==> src/rtl/n64_pkg.sv <==
// Shared constants, state encoding and command decode helper for the N64 command decoder.
// The optional majority filter is selected with N64_GLITCH_FILTER_EN (see n64_line_sampler).
package n64_pkg;

  localparam logic [6:0] SAMPLE_TICK  = 7'd24;
  localparam logic [6:0] TIMEOUT_TICK = 7'd96;
  localparam logic [6:0] GAP_TICK     = 7'd24;
  localparam logic [6:0] TICK_MAX     = 7'h7F;

  localparam logic LINE_IDLE = 1'b1;

  localparam logic [7:0] CMD_INFO   = 8'h00;
  localparam logic [7:0] CMD_RESET  = 8'hFF;
  localparam logic [7:0] CMD_STATUS = 8'h01;
  localparam logic [7:0] CMD_READ   = 8'h02;
  localparam logic [7:0] CMD_WRITE  = 8'h03;

  localparam logic [3:0] RESP_INFO   = 4'd0;
  localparam logic [3:0] RESP_STATUS = 4'd1;
  localparam logic [3:0] RESP_READ   = 4'd2;
  localparam logic [3:0] RESP_WRITE  = 4'd3;

  // Bits in a frame including the command byte; write carries 2 address + 32 data bytes.
  localparam logic [8:0] BITS_SHORT = 9'd8;
  localparam logic [8:0] BITS_READ  = 9'd24;
  localparam logic [8:0] BITS_WRITE = 9'd280;
  localparam logic [8:0] ADDR_END   = 9'd24;

  typedef enum logic [2:0] {
    StIdle,
    StBitLow,
    StBitHigh,
    StStop,
    StGap,
    StResp
  } state_e;

  typedef struct packed {
    logic       valid;
    logic [3:0] code;
    logic [8:0] total_bits;
  } cmd_info_t;

  function automatic cmd_info_t decode_cmd(input logic [7:0] cmd);
    cmd_info_t info;
    info.valid      = 1'b1;
    info.code       = RESP_INFO;
    info.total_bits = BITS_SHORT;
    case (cmd)
      CMD_INFO, CMD_RESET: info.code = RESP_INFO;
      CMD_STATUS:          info.code = RESP_STATUS;
      CMD_READ: begin
        info.code       = RESP_READ;
        info.total_bits = BITS_READ;
      end
      CMD_WRITE: begin
        info.code       = RESP_WRITE;
        info.total_bits = BITS_WRITE;
      end
      default:             info.valid = 1'b0;
    endcase
    return info;
  endfunction

endpackage

==> src/rtl/n64_line_sampler.sv <==
// Synchronizes the raw N64 line, optionally majority-filters it (N64_GLITCH_FILTER_EN),
// and produces strobe-qualified falling/rising edge pulses.
module n64_line_sampler
  import n64_pkg::*;
(
  input  logic clk_i,
  input  logic rst_ni,
  input  logic clk12_i,
  input  logic n64_in_i,
  output logic line_o,
  output logic fall_o,
  output logic rise_o
);

  logic sync1_q, sync2_q;
  logic prev_q;
  logic line;

  always_ff @(posedge clk_i or negedge rst_ni) begin
    if (!rst_ni) begin
      sync1_q <= LINE_IDLE;
      sync2_q <= LINE_IDLE;
    end else if (clk12_i) begin
      sync1_q <= n64_in_i;
      sync2_q <= sync1_q;
    end
  end

`ifdef N64_GLITCH_FILTER_EN
  logic [2:0] win_q;

  always_ff @(posedge clk_i or negedge rst_ni) begin
    if (!rst_ni) begin
      win_q <= {3{LINE_IDLE}};
    end else if (clk12_i) begin
      win_q <= {win_q[1:0], sync2_q};
    end
  end

  // A single-sample pulse never wins the vote; real edges appear two strobes later.
  assign line = (win_q[0] & win_q[1]) | (win_q[0] & win_q[2]) | (win_q[1] & win_q[2]);
`else
  assign line = sync2_q;
`endif

  always_ff @(posedge clk_i or negedge rst_ni) begin
    if (!rst_ni) begin
      prev_q <= LINE_IDLE;
    end else if (clk12_i) begin
      prev_q <= line;
    end
  end

  assign line_o = line;
  assign fall_o = clk12_i & prev_q & ~line;
  assign rise_o = clk12_i & ~prev_q & line;

endmodule

==> src/rtl/n64_cmd_decode.sv <==
// N64 console command frame decoder: decodes command byte, captures address, signals reply.
// Build with N64_GLITCH_FILTER_EN to add the 3-sample majority filter on the line.
module n64_cmd_decode
  import n64_pkg::*;
(
  input  logic        clk,
  input  logic        rst_n,
  input  logic        clk12,
  input  logic        n64_in,
  input  logic        resp_done,
  output logic [4:0]  Response,
  output logic [15:0] addr,
  output logic        cmd_valid,
  output logic        frame_err
);

  logic line, fall, rise;

  n64_line_sampler u_sampler (
    .clk_i    (clk),
    .rst_ni   (rst_n),
    .clk12_i  (clk12),
    .n64_in_i (n64_in),
    .line_o   (line),
    .fall_o   (fall),
    .rise_o   (rise)
  );

  state_e      state_q;
  logic [6:0]  tick_q, tick_d;
  logic [6:0]  run_q, run_d;
  logic [8:0]  bit_cnt_q, total_q;
  logic [7:0]  cmd_sh_q;
  logic [15:0] addr_sh_q;
  logic [3:0]  code_q;
  logic [4:0]  resp_q;
  logic [15:0] addr_q;
  logic        cmd_valid_q, frame_err_q;

  logic        line_edge, sample_now, run_timeout, gap_done, last_bit, has_addr;
  logic [7:0]  cmd_byte;
  cmd_info_t   cmd_info;

  // tick_q measures time since the last falling edge; run_q measures how long the line
  // has held its current level and drives the stuck-line timeout and the reply gap.
  always_comb begin
    line_edge   = fall | rise;
    tick_d      = (tick_q == TICK_MAX) ? tick_q : tick_q + 7'd1;
    run_d       = line_edge ? 7'd0 : ((run_q == TICK_MAX) ? run_q : run_q + 7'd1);
    sample_now  = (tick_q == SAMPLE_TICK - 7'd1);
    run_timeout = !line_edge && (run_q >= TIMEOUT_TICK - 7'd1);
    gap_done    = !line_edge && (run_q >= GAP_TICK - 7'd1);
    cmd_byte    = {cmd_sh_q[6:0], line};
    cmd_info    = decode_cmd(cmd_byte);
    last_bit    = (bit_cnt_q == total_q);
    has_addr    = (code_q == RESP_READ) || (code_q == RESP_WRITE);
  end

  always_ff @(posedge clk or negedge rst_n) begin
    if (!rst_n) begin
      state_q     <= StIdle;
      tick_q      <= 7'd0;
      run_q       <= 7'd0;
      bit_cnt_q   <= 9'd0;
      total_q     <= 9'd0;
      cmd_sh_q    <= 8'd0;
      addr_sh_q   <= 16'd0;
      code_q      <= 4'd0;
      resp_q      <= 5'd0;
      addr_q      <= 16'd0;
      cmd_valid_q <= 1'b0;
      frame_err_q <= 1'b0;
    end else begin
      cmd_valid_q <= 1'b0;
      frame_err_q <= 1'b0;
      if (clk12) begin
        tick_q <= tick_d;
        run_q  <= run_d;
        unique case (state_q)
          StIdle: begin
            if (fall) begin
              state_q   <= StBitLow;
              tick_q    <= 7'd0;
              bit_cnt_q <= 9'd0;
              total_q   <= BITS_SHORT;
            end
          end
          StBitLow: begin
            if (sample_now) begin
              bit_cnt_q <= bit_cnt_q + 9'd1;
              state_q   <= StBitHigh;
              if (bit_cnt_q < BITS_SHORT) begin
                cmd_sh_q <= cmd_byte;
              end else if (bit_cnt_q < ADDR_END) begin
                addr_sh_q <= {addr_sh_q[14:0], line};
              end
              if (bit_cnt_q == BITS_SHORT - 9'd1) begin
                if (cmd_info.valid) begin
                  code_q  <= cmd_info.code;
                  total_q <= cmd_info.total_bits;
                end else begin
                  frame_err_q <= 1'b1;
                  state_q     <= StIdle;
                end
              end
            end
          end
          StBitHigh: begin
            if (fall) begin
              tick_q  <= 7'd0;
              state_q <= last_bit ? StStop : StBitLow;
            end else if (run_timeout) begin
              frame_err_q <= 1'b1;
              state_q     <= StIdle;
            end
          end
          StStop: begin
            if (rise) begin
              state_q <= StGap;
            end else if (run_timeout) begin
              frame_err_q <= 1'b1;
              state_q     <= StIdle;
            end
          end
          StGap: begin
            if (fall) begin
              frame_err_q <= 1'b1;
              state_q     <= StIdle;
            end else if (gap_done) begin
              resp_q      <= {1'b1, code_q};
              cmd_valid_q <= 1'b1;
              if (has_addr) begin
                addr_q <= addr_sh_q;
              end
              state_q <= StResp;
            end
          end
          StResp: begin
            // Line activity is ignored here, so a same-strobe falling edge is dropped.
            if (resp_done) begin
              resp_q[4] <= 1'b0;
              state_q   <= StIdle;
            end
          end
          default: state_q <= StIdle;
        endcase
      end
    end
  end

  assign Response  = resp_q;
  assign addr      = addr_q;
  assign cmd_valid = cmd_valid_q;
  assign frame_err = frame_err_q;

endmodule

==> config.mk <==
export PLATFORM = sky130hd
export DESIGN_NAME = n64_cmd_decode
export DESIGN_NICKNAME = d
export VERILOG_FILES = /design/src/rtl/n64_pkg.sv /design/src/rtl/n64_line_sampler.sv /design/src/rtl/n64_cmd_decode.sv
export SDC_FILE = /design/constraint.sdc
export NUM_CORES = 1
export LEC_CHECK = 0
export CAP_MARGIN = 20
export CORE_MARGIN = 4
export CORE_UTILIZATION = 28
export DETAILED_ROUTE_END_ITERATION = 12
export GPL_TIMING_DRIVEN = 0
export PLACE_DENSITY = 0.44
export SLEW_MARGIN = 20
export SYNTH_ARGS = -nofsm -noshare
export SYNTH_HDL_FRONTEND = slang
export SYNTH_SLANG_ARGS = --single-unit
==> constraint.sdc <==
create_clock -name clk -period 4.67 [get_ports clk]
set_input_delay 0.934 -clock clk [delete_from_list [all_inputs] [get_ports clk]]
set_output_delay 0.934 -clock clk [all_outputs]
set_load 0.05 [all_outputs]
==> run_summary.xml <==
<?xml version="1.0" encoding="UTF-8"?>
<metrics>
  <group name="drt">
    <metric name="drt-vias-per-instance" unit="">4.73</metric>
    <metric name="via_count" unit="">2543</metric>
    <metric name="remaining_drc_errors" unit="">0</metric>
    <metric name="drtPass1Iterations" unit="">4</metric>
    <metric name="post_drt_wl_per_cell" unit="µm">14.1</metric>
    <metric name="drt.antenna.violating_nets" unit="">0</metric>
    <metric name="drt_iter0_drc" unit="">141</metric>
    <metric name="postRouteWirelength" unit="µm">7580</metric>
  </group>
  <group name="worst_hold_path">
    <metric name="min_path_cells" unit="">1</metric>
    <metric name="worstHoldEndpoint" unit="">Response[4]</metric>
    <metric name="worstHoldPathType" unit="">reg -&gt; reg</metric>
    <metric name="timing.hold.worst.start" unit="">Response[4]</metric>
  </group>
  <group name="setup_path">
    <metric name="critical-path-slowest-cell" unit="">nor3_2</metric>
    <metric name="critical_path_s_top_delay_family" unit="">buffers and inverters</metric>
    <metric name="crit_arrival" unit="ps">3390</metric>
    <metric name="data_required_time_at_the_worst_endpoint" unit="ps">4880</metric>
    <metric name="timing.reg2reg.worst_path_depth" unit="">5</metric>
    <metric name="worstPathBufferInverterCount" unit="">3</metric>
    <metric name="critical_path.max_stage_delay" unit="ps">590</metric>
    <metric name="crit_path_max_fanout" unit="">10</metric>
    <metric name="rrSetupSlack" unit="ps">2010</metric>
    <metric name="worst_setup_path_start_kind" unit="">primary input</metric>
    <metric name="crit_path_end_kind" unit="">register</metric>
    <metric name="crit_chain" unit="">clkdlybuf4s50_1 -&gt; clkbuf_1 -&gt; nand4_1 -&gt; nor3_2 -&gt; buf_4 -&gt; mux2_2</metric>
    <metric name="worstReg2RegEnd" unit="">addr_sh_q[0]</metric>
    <metric name="r2r_startpoint" unit="">tick_q[5]</metric>
    <metric name="critical_path_class" unit="">in -&gt; reg</metric>
  </group>
  <group name="synthesis">
    <metric name="synth_area_per_cell" unit="µm²">11.5</metric>
    <metric name="synthesis.area" unit="µm²">3710</metric>
    <metric name="syn-instance-count" unit="">323</metric>
    <metric name="yosys-mux-area-fraction" unit="%">13.9</metric>
    <metric name="yosysSeqAreaShare" unit="%">52.7</metric>
    <metric name="synth_xor_xnor_area_share" unit="%">4.95</metric>
    <metric name="post_synth_and_or_nand_nor_area_fraction" unit="%">16.8</metric>
    <metric name="synth-main-ff-cell" unit="">dfrtp_1</metric>
    <metric name="yosys.area.top_type_share" unit="%">50.6</metric>
    <metric name="synth_cell_type_count" unit="">57</metric>
    <metric name="ys_ff_latch" unit="">78</metric>
    <metric name="synth-compound-area-share" unit="%">7.52</metric>
    <metric name="synth_adder_area_share" unit="%">1.35</metric>
    <metric name="synth_edf_count" unit="">0</metric>
    <metric name="synth.top_cells.by_area" unit="">dfrtp_1 (51%), mux2_2 (13%), xor2_1 (3.1%), nor2_1 (2.4%), nand2_1 (2.3%)</metric>
    <metric name="synthDominantAreaCellType" unit="">dfrtp_1</metric>
    <metric name="synth_async_sr_flop_share" unit="%">100</metric>
    <metric name="synthesis.yosys.warnings" unit="">0</metric>
    <metric name="largest_family_of_logic_cells_by_synthesized_area" unit="">simple AND/OR/NAND/NOR gates</metric>
  </group>
  <group name="place">
    <metric name="io_buffers" unit="">25</metric>
    <metric name="globalplace.congestion" unit="">0.800</metric>
    <metric name="final_hpwl_dp" unit="µm">5390</metric>
    <metric name="placedInstanceArea" unit="µm²">4210</metric>
  </group>
  <group name="timing">
    <metric name="setup_tns" unit="ps">0</metric>
    <metric name="post-route-min-period" unit="ps">3190</metric>
    <metric name="max_freq" unit="MHz">314</metric>
    <metric name="final-max-slew-violation-count" unit="">0</metric>
    <metric name="slew_headroom" unit="%">56.1</metric>
    <metric name="rsz0062_at_grt" unit="">no</metric>
    <metric name="post-route-period-util" unit="%">68.2</metric>
    <metric name="transition_time_of_the_tightest_slew_check_pin" unit="ps">653</metric>
    <metric name="worst_clock_skew" unit="ps">7.43</metric>
    <metric name="finalHoldWorstSlack" unit="ps">483</metric>
    <metric name="final_report_hold_violation_count" unit="">0</metric>
    <metric name="timing.final.setup_violations" unit="">0</metric>
  </group>
  <group name="die">
    <metric name="design.die.area" unit="µm²">15200</metric>
    <metric name="design.core.area" unit="µm²">12800</metric>
    <metric name="top_level_ports" unit="">28</metric>
    <metric name="fp.dieW" unit="µm">123</metric>
    <metric name="die_y" unit="µm">123</metric>
    <metric name="floorplan.rows" unit="">41</metric>
    <metric name="initial_core_util" unit="%">28.9</metric>
  </group>
  <group name="power_and_ir_drop">
    <metric name="fin_total_pwr" unit="mW">1.97</metric>
    <metric name="power-per-cell-area" unit="nW/µm²">434</metric>
    <metric name="power_leakage" unit="nW">2.01</metric>
    <metric name="max-vdd-ir-drop" unit="µV">204</metric>
  </group>
  <group name="finish">
    <metric name="final_nets" unit="">370</metric>
    <metric name="drive_gt1_share" unit="%">22.7</metric>
    <metric name="n_antenna_cell" unit="">0</metric>
    <metric name="final_cell_area" unit="µm²">4540</metric>
    <metric name="layout-area-overhead-vs-synth" unit="%">22.2</metric>
    <metric name="post-route-util" unit="%">35.4</metric>
  </group>
  <group name="outcome">
    <metric name="outcome" unit="">complete, no violations</metric>
  </group>
  <group name="clock_network">
    <metric name="clock_latency" unit="ps">330</metric>
    <metric name="post_cts_resize_count" unit="">0</metric>
    <metric name="cts_tree" unit="">built</metric>
    <metric name="worst_setup_hold_path_clk_slew" unit="ps">60</metric>
    <metric name="htreeDepth" unit="">3</metric>
    <metric name="inserted_clock_buffers" unit="">9</metric>
    <metric name="number_of_buffers_inserted_by_hold_repair_at_cts" unit="">0</metric>
    <metric name="cts_root_buffer" unit="">clkbuf_16</metric>
    <metric name="postcts_setup_bufs" unit="">0</metric>
    <metric name="ctsLongestPathBuffers" unit="">2</metric>
    <metric name="clock-sinks" unit="">78</metric>
  </group>
  <group name="grt">
    <metric name="grt_pass1_wl" unit="µm">13100</metric>
    <metric name="pin_count_of_the_biggest_net_entering_global_routing" unit="">50</metric>
    <metric name="grtUsageTotal" unit="%">10.9</metric>
    <metric name="globalRouteOverflowTotal" unit="">0</metric>
    <metric name="grt_pass1_vias" unit="">2616</metric>
    <metric name="antenna_found_initial" unit="">0</metric>
  </group>
  <group name="flow_run">
    <metric name="cap_viol_max_count" unit="">0</metric>
  </group>
</metrics>
final cells by class:
| class | instances | area, µm² |
|---|---|---|
| Timing Repair Buffer | 26 | 275 |
| Sequential cell | 78 | 1960 |
| Tap cell | 172 | 215 |
| Buffer | 13 | 63.8 |
| Fill cell | 1293 | 8290 |
| Clock inverter | 7 | 97.6 |
| Inverter | 10 | 37.5 |
| Clock buffer | 9 | 225 |
| Multi-Input combinational cell | 223 | 1670 |
kinds of logic after synthesis:
kind of cell | count (synthesis)
AND/OR/NAND/NOR | 108
flip-flops | 78
multiplexers | 46
AO/OA/AOI/OAI | 42
buffers and inverters | 23
XOR/XNOR | 21
adder cells (fa/ha/maj) | 4
other | 1
worst reg2reg max path, cell delays in order (launching register included):
cell     delay [ps]
dfrtp_1         430
nor4b_2         500
nand4_1         370
nor3_2          590
buf_4           300
mux2_2          350
worst max-delay path by stage:
stage,startpoint,endpoint,slack [ps],cells after the start
final,clk12,addr_sh_q[0],1480,6
after floorplan,clk12,addr_sh_q[0],2160,5
after CTS,clk12,addr_sh_q[0],1440,6
after detailed placement,clk12,addr[11],1080,7
after global routing,clk12,addr_sh_q[0],1290,6
after global placement,rst_n,run_q[3],-300,1
power breakdown:
group | leakage (nW) | switching, mW | total (mW) | internal, mW
Clock | 0.152 | 0.280 | 0.749 | 0.470
Combinational | 0.803 | 0.217 | 0.374 | 0.157
Sequential | 1.05 | 0.0888 | 0.845 | 0.757
per-layer routing:
metal	global-route usage, %	wire length, µm
met2	17.5	3690
met4	3.74	89
met1	14.7	3620
met3	2.33	178
met5	0	0
synth_stat cells, drive strengths merged (3+ instances only):
cell type,instances
a211oi,4
a21o,3
a21oi,6
a31oi,3
a41oi,3
and2,3
and3,5
buf,7
clkbuf,6
dfrtp,75
dfstp,3
ha,4
inv,10
mux2,43
mux2i,3
nand2,24
nand3,7
nand3b,3
nand4,10
nor2,24
nor3,6
nor4,6
o21ai,15
or2,3
or4,5
xnor2,8
xor2,13
flip-flops by register name, summed over array words and instances (netlist names), 2 cells and up:
| name | count |
|---|---|
| code_q | 2 |
| Response | 3 |
| addr | 16 |
| run_q | 7 |
| addr_sh_q | 16 |
| tick_q | 7 |
| bit_cnt_q | 9 |
| cmd_sh_q | 7 |
| state_q | 3 |
| total_q | 3 |
stage by stage:
step                worst slack, ps  std cells
floorplan                      2160        324
global placement               -302        521
detailed placement             1080        522
CTS                            1440        538
global route                   1290        538
finish                         1480        538
placed cells by master (no fill, tap or decap), drive strengths merged, types with 4 or more instances in the layout:
cell type and n:
a211oi 4, a21oi 6, and3 5, buf 9, clkbuf 15, clkdlybuf4s50 24, dfrtp 75, ha 4
inv 11, mux2 43, nand2 24, nand3 7, nand4 10, nor2 24, nor3 6, nor4 6
o21ai 15, or4 5, xnor2 8, xor2 13
(Power assumes the default switching activity.)
